### src/rtl/spi_reg_ctrl.sv
// rtl/spi_reg_ctrl.sv - SPI command byte stream to register-file access controller
//
// Purpose:
//   Synchronises the SPI slave's byte-ready flag and chip-select into the
//   sysclk domain and decodes each CS frame. The first byte of a frame is a
//   command: bit7 selects read (1) or write (0), and bits[6:0] give the
//   register address. Write frames issue single-cycle register writes. Read
//   frames issue a register read and load the returned data into the slave's
//   transmit path. A frame that is aborted is counted in a saturating
//   error counter.
//
// Build option:
//   SPI_REG_AUTOINC_EN - when defined, write and read frames burst with a
//   7-bit wrapping address auto-increment. When it is undefined, only one
//   access is made per frame and any further bytes are drained.
//
// Parameters:
//   TIMEOUT     - sysclk cycles without a byte (CS low) before a frame aborts
//   SYNC_STAGES - synchroniser depth on iRxReady / iSPICS (2..3)
//
// Ports:
//   sysclk     in   system clock
//   iRstN      in   asynchronous active-low reset
//   iRxReady   in   byte-ready level from the SPI slave (async)
//   iRx[7:0]   in   received byte, stable from iRxReady rise
//   iSPICS     in   chip select, active-low (async)
//   oTxReady   out  1-cycle pulse, oTx valid for loading into the slave
//   oTx[7:0]   out  byte to shift out on MISO
//   oRegAddr   out  register address [6:0]
//   oRegWData  out  register write data [7:0]
//   oRegWe     out  1-cycle register write strobe
//   oRegRe     out  1-cycle register read strobe
//   iRegRData  in   register read data, valid the cycle after oRegRe
//   oErrCount  out  saturating count of aborted frames [7:0]

module spi_reg_ctrl #(
   parameter logic [15:0] TIMEOUT     = 16'd50000,
   parameter int          SYNC_STAGES = 2
) (
   input  logic       sysclk,
   input  logic       iRstN,
   input  logic       iRxReady,
   input  logic [7:0] iRx,
   input  logic       iSPICS,
   output logic       oTxReady,
   output logic [7:0] oTx,
   output logic [6:0] oRegAddr,
   output logic [7:0] oRegWData,
   output logic       oRegWe,
   output logic       oRegRe,
   input  logic [7:0] iRegRData,
   output logic [7:0] oErrCount
);

`ifdef SPI_REG_AUTOINC_EN
   localparam logic AUTOINC = 1'b1;
`else
   localparam logic AUTOINC = 1'b0;
`endif

   typedef enum logic [2:0] {
      S_IDLE,
      S_CMD,
      S_WR,
      S_RD_ISSUE,
      S_RD_LOAD,
      S_RD,
      S_DRAIN
   } state_t;

   // Synchroniser and strobe generation
   logic [SYNC_STAGES-1:0] rx_sync_q, rx_sync_d;
   logic [SYNC_STAGES-1:0] cs_sync_q, cs_sync_d;
   logic                   rx_prev_q, rx_prev_d;
   logic                   strobe_q, strobe_d;
   logic [7:0]             byte_q, byte_d;

   // Frame state and register-side outputs
   state_t      state_q, state_d;
   logic [6:0]  addr_q, addr_d;
   logic [7:0]  wdata_q, wdata_d;
   logic        we_q, we_d;
   logic        re_q, re_d;
   logic        txr_q, txr_d;
   logic [7:0]  tx_q, tx_d;
   logic [7:0]  err_q, err_d;
   logic [15:0] tmo_q, tmo_d;
   logic        wr_done_q, wr_done_d;

   logic rx_rise;
   logic cs_high;
   logic tmo_hit;
   logic err_inc;

   always_comb begin
      rx_sync_d = {rx_sync_q[SYNC_STAGES-2:0], iRxReady};
      cs_sync_d = {cs_sync_q[SYNC_STAGES-2:0], iSPICS};
      rx_prev_d = rx_sync_q[SYNC_STAGES-1];
      rx_rise   = rx_sync_q[SYNC_STAGES-1] & ~rx_prev_q;
      // The strobe is registered and the byte is captured on the same edge,
      // so byte_q is already valid in the cycle the FSM sees strobe_q.
      strobe_d  = rx_rise;
      byte_d    = rx_rise ? iRx : byte_q;
   end

   always_comb begin
      cs_high   = cs_sync_q[SYNC_STAGES-1];
      tmo_hit   = (tmo_q == (TIMEOUT - 16'd1));

      state_d   = state_q;
      addr_d    = addr_q;
      wdata_d   = wdata_q;
      we_d      = 1'b0;
      re_d      = 1'b0;
      txr_d     = 1'b0;
      tmo_d     = tmo_q;
      wr_done_d = wr_done_q;
      err_inc   = 1'b0;

      // The load pulse passes read data straight through (see oTx below);
      // keep a copy so oTx holds it until the next load.
      tx_d      = txr_q ? iRegRData : tx_q;

      // Burst writes advance the address only after the write cycle, so
      // oRegAddr is correct while oRegWe is high.
      if (we_q && AUTOINC) begin
         addr_d = addr_q + 7'd1;
      end

      if (state_q == S_IDLE) begin
         if (!cs_high) begin
            state_d   = S_CMD;
            tmo_d     = 16'd0;
            wr_done_d = 1'b0;
         end
      end else if (cs_high) begin
         // CS takes priority over a strobe in the same cycle: byte dropped.
         state_d = S_IDLE;
         if ((state_q == S_CMD) || ((state_q == S_WR) && !wr_done_q)) begin
            err_inc = 1'b1;
         end
      end else if (state_q != S_DRAIN) begin
         tmo_d = strobe_q ? 16'd0 : (tmo_q + 16'd1);

         unique case (state_q)
            S_CMD: begin
               if (strobe_q) begin
                  addr_d  = byte_q[6:0];
                  state_d = byte_q[7] ? S_RD_ISSUE : S_WR;
               end
            end
            S_WR: begin
               if (strobe_q) begin
                  wdata_d   = byte_q;
                  we_d      = 1'b1;
                  wr_done_d = 1'b1;
                  if (!AUTOINC) begin
                     state_d = S_DRAIN;
                  end
               end
            end
            S_RD_ISSUE: begin
               re_d    = 1'b1;
               state_d = S_RD_LOAD;
            end
            S_RD_LOAD: begin
               txr_d   = 1'b1;
               state_d = S_RD;
            end
            S_RD: begin
               if (strobe_q) begin
                  if (AUTOINC) begin
                     addr_d  = addr_q + 7'd1;
                     state_d = S_RD_ISSUE;
                  end else begin
                     state_d = S_DRAIN;
                  end
               end
            end
            default: begin
            end
         endcase

         // A strobe arriving in the timeout cycle keeps the frame alive.
         if (!strobe_q && tmo_hit) begin
            state_d = S_DRAIN;
            re_d    = 1'b0;
            txr_d   = 1'b0;
            err_inc = 1'b1;
         end
      end

      err_d = (err_inc && (err_q != 8'hFF)) ? (err_q + 8'd1) : err_q;
   end

   always_ff @(posedge sysclk or negedge iRstN) begin
      if (!iRstN) begin
         rx_sync_q <= '0;
         cs_sync_q <= '1;
         rx_prev_q <= 1'b0;
         strobe_q  <= 1'b0;
         byte_q    <= 8'h00;
         state_q   <= S_IDLE;
         addr_q    <= 7'h00;
         wdata_q   <= 8'h00;
         we_q      <= 1'b0;
         re_q      <= 1'b0;
         txr_q     <= 1'b0;
         tx_q      <= 8'h00;
         err_q     <= 8'h00;
         tmo_q     <= 16'd0;
         wr_done_q <= 1'b0;
      end else begin
         rx_sync_q <= rx_sync_d;
         cs_sync_q <= cs_sync_d;
         rx_prev_q <= rx_prev_d;
         strobe_q  <= strobe_d;
         byte_q    <= byte_d;
         state_q   <= state_d;
         addr_q    <= addr_d;
         wdata_q   <= wdata_d;
         we_q      <= we_d;
         re_q      <= re_d;
         txr_q     <= txr_d;
         tx_q      <= tx_d;
         err_q     <= err_d;
         tmo_q     <= tmo_d;
         wr_done_q <= wr_done_d;
      end
   end

   assign oRegAddr  = addr_q;
   assign oRegWData = wdata_q;
   assign oRegWe    = we_q;
   assign oRegRe    = re_q;
   assign oTxReady  = txr_q;
   // Read data arrives in the same cycle as the load pulse, so it is passed
   // through during the pulse and held from tx_q afterwards.
   assign oTx       = txr_q ? iRegRData : tx_q;
   assign oErrCount = err_q;

endmodule

### config.mk
export PLATFORM = sky130hd
export DESIGN_NAME = spi_reg_ctrl
export DESIGN_NICKNAME = d
export VERILOG_FILES = /design/src/rtl/spi_reg_ctrl.sv
export SDC_FILE = /design/constraint.sdc
export NUM_CORES = 1
export LEC_CHECK = 0
export BUFFER_PORTS_ARGS = -buffer_cell sky130_fd_sc_hd__buf_2
export CELL_PAD_IN_SITES_DETAIL_PLACEMENT = 1
export CELL_PAD_IN_SITES_GLOBAL_PLACEMENT = 2
export CORE_MARGIN = 2
export CORE_UTILIZATION = 41
export CTS_BUF_LIST = sky130_fd_sc_hd__clkbuf_8
export DETAILED_ROUTE_END_ITERATION = 7
export GPL_TIMING_DRIVEN = 0
export PLACE_DENSITY = 0.95
export SLEW_MARGIN = 20
export SYNTH_ARGS = -nofsm -noshare
export SYNTH_HDL_FRONTEND = slang
export SYNTH_SLANG_ARGS = --single-unit
### constraint.sdc
create_clock -name sysclk -period 4.8 [get_ports sysclk]
set_input_delay 0 -clock sysclk [delete_from_list [all_inputs] [get_ports sysclk]]
set_output_delay 0 -clock sysclk [all_outputs]
set_load 0.03 [all_outputs]
==> key figures <==
Critical path
  – Slowest stage delay, CP: 0.47 ns
  – Crit Path Max Fanout: 10
  – Slowest library cell on the worst path: dfrtp_1
  – Worst Setup End Kind: flip-flop
  – CP Cell Sequence: buf_4 -> nor2_2 -> nand4_1 -> mux2_2
  – CP Buf/Inv Count: 1
  – Startpoint types: flip-flop
  – Required time of the critical path: 5.03 ns
  – Largest delay share family, worst path: simple AND/OR/NAND/NOR gates
  – Crit Path Class: reg -> reg
  – Reg2Reg Setup Slack: 2.85 ns
  – CP Data Arrival Time: approximately 2.2 ns

Finish
  – Layout area overhead: 26.09%
  – Final nets: 371
  – Final instance area: 3870 um^2
  – Layout cells sized above 1: 33.99%
  – # diodes: 0
  – Non-filler cells, final: 452
  – Commonest non-fill, non-tap cell in the layout: dfrtp_1
  – Most frequent cells in the layout: 66 x dfrtp_1, 55 x buf_2, 33 x nand2_1

Synth
  – Synth area leaders: dfrtp_1 54%, mux2_2 9.5%, nand2_1 4.0%
  – Number of flops mapped to enable cells by yosys: 0
  – Share of the synthesized area in the top cell type: 53.81%
  – Post-Syn Nets: between 200 and 300
  – Unique masters post-synth: 48
  – Cell taking the most area after synthesis: dfrtp_1
  – Mean Syn Cell Area: 11.63 um^2
  – Ys Warns: 0
  – #FFs+latches synth: 68
  – Sequential fraction of the synthesis area: about 56%
  – Post-synth ARST share: 100.0%
  – Cell area after synthesis: 3069 um^2
  – Ys flop type: dfrtp_1
  – Mapped Cells: 264

Drt
  – Routed Antenna Nets: 0
  – Vias: 2315
  – Residual DRC count: 0
  – Total wire length: between 7000 and 8000 um
  – 1st-iter DRT viols: 147
  – TritonRoute pass-1 iters: 4
  – Vias per cell: 5.122
  – Avg WL per Cell: 15.78 um

Global routing
  – Largest net degree at the start of global routing: 39
  – Gr ovfl total: 0
  – First-pass GRT wire length: 12440 um
  – Tot GR Track Use: 19.03%
  – Initial antenna violation count: 0
  – Vias in the first global route: between 2000 and 3000

Floorplanning
  – # rows: 31
  – Die Ht: 90.52 um
  – Die W: 90.52 um
  – Initial core utilization: 42.31%
  – Die footprint: 8194 um^2
  – Io pins: 54
  – Core area: around 7300 um^2

Timing
  – Crit path time final: around 2 ns
  – Period utilization: 40.69%
  – Fmax: just over 500 MHz
  – Final Max Slew Viols: 0
  – Slew margin rel.: around three fifths
  – Worst slew pin tran: 0.5792 ns
  – Final-report hold violation count: 0
  – Clk_skew: 0.01227 ns
  – RSZ-0062 raised after global routing: false
  – # setup viols final: 0
  – TNS Setup: 0 ns
  – Hold Slack: 0.1252 ns

Placed design
  – HPWL Detailed: 4952 um
  – GPL Wtd Cong: 0.8115
  – Dpl cell area: 3481 um^2
  – Number of buffers added on ports: 53
  – Placed insts: 417

Clock tree
  – CTS tree: built
  – H-tree depth: 3
  – Worst-Skew Late Latency: roughly 0.35 ns
  – Num CTS Buffers: 9
  – Clock sinks: 68
  – Worst-path clk slew: 0.09 ns
  – Clock root cell: clkbuf_8
  – Max Buffers Root-to-Sink: 2
  – CTS resizes: 0

Pwr
  – Pwr dens: ~530 nW/um^2
  – Leak: 1.844 nW
  – Pwr Total: 0.002036 W
  – Peak supply drop: 0.2946 mV

Job
  – Max Cap Viol: 0

Status
  – Status: finished, final reports clean

Hold path
  – HP Class: in -> async
-- stage by stage --
step	setup slack, ns	utilization (%)
floorplan	3.003	-
global placement	2.897	47.68
detailed placement	2.844	47.99
CTS	2.850	53.36
global route	2.685	53.36
finish	2.847	53.36
-- worst register-to-register path: cells and delay by family (launching register included) --
| family | cells | cell delay [ns] |
|---|---|---|
| buffers and inverters | 1 | 0.22 |
| multiplexers | 1 | 0.43 |
| flip-flops | 1 | 0.47 |
| AND/OR/NAND/NOR | 2 | 0.73 |
-- final timing paths --
kind	start	endpoint	cells after the start
setup / recovery	state_q[2]	oRegAddr[5]	4
setup reg to reg	state_q[2]	oRegAddr[5]	4
min in group sysclk	iSPICS	cs_sync_q[0]	2
hold reg to reg	cs_sync_q[0]	cs_sync_q[1]	0
max in group asynchronous	iRstN	cs_sync_q[1]	3
hold / removal	iRstN	oRegWData[1]	2
-- state kept, by name (all words and copies together) (netlist names), 2 cells and up --
signal and count:
oRegWData 8, tmo_q 16, byte_q 8, cs_sync_q 2
tx_q 8, rx_sync_q 2, oRegAddr 7, state_q 3
oErrCount 8
-- routing by layer --
metal,vias to the layer above,track usage [%],share of wire (%)
li1,1096,-,-
met1,1156,24.47,45
met3,13,3.589,3.4
met4,0,7.949,2.1
met2,50,31.59,50
met5,-,0,0
-- synthesized netlist by cell type (2+ instances only) --
library cell	instances
buf_6	2
nand2_1	33
and3_1	6
nor3_1	3
o21ai_0	10
ha_1	3
xor2_1	11
a22o_1	2
nor2_1	20
xnor2_1	6
nor4_1	4
clkbuf_1	3
a31oi_1	2
o2bb2ai_1	3
nor3_2	3
buf_2	3
a21oi_1	7
a21o_1	2
dfstp_2	2
inv_1	4
mux2_2	26
dfrtp_1	66
o22ai_1	2
nand3_1	14
nand4_1	3
nor2b_1	2
-- cell type report --
type                    instances  area (um^2)
clock inverters                 7        75.07
fillers                       786         3383
repair buffers                 73        478.0
well taps                      99        123.9
plain buffers                   9        56.30
inverters                       5        18.77
multi-input cells             182         1290
flip-flops and latches         68         1704
clock buffers                   9        123.9
-- power by group --
group	internal, W	switching, W	total [W]
clock network	0.000242	0.000231	0.000473
registers	0.000707	0.0000999	0.000807
logic	0.000271	0.000485	0.000755
-- cell families after synthesis --
group	Yosys count	synth area share, %
AOI/OAI and AO/OA	33	8.153
DFF	68	55.52
buffers and inverters	14	2.446
xor gates and xnor gates	17	4.851
adders and majority gates	3	1.223
muxes	27	10.03
and+or+nand+nor	102	17.77
-- what timing repair did --
action | in CTS | in global routing
hold endpoints to repair | 84 | 0
buffers inserted | 0 | 0
hold buffers | 19 | 0
(Power assumes the default switching activity.)
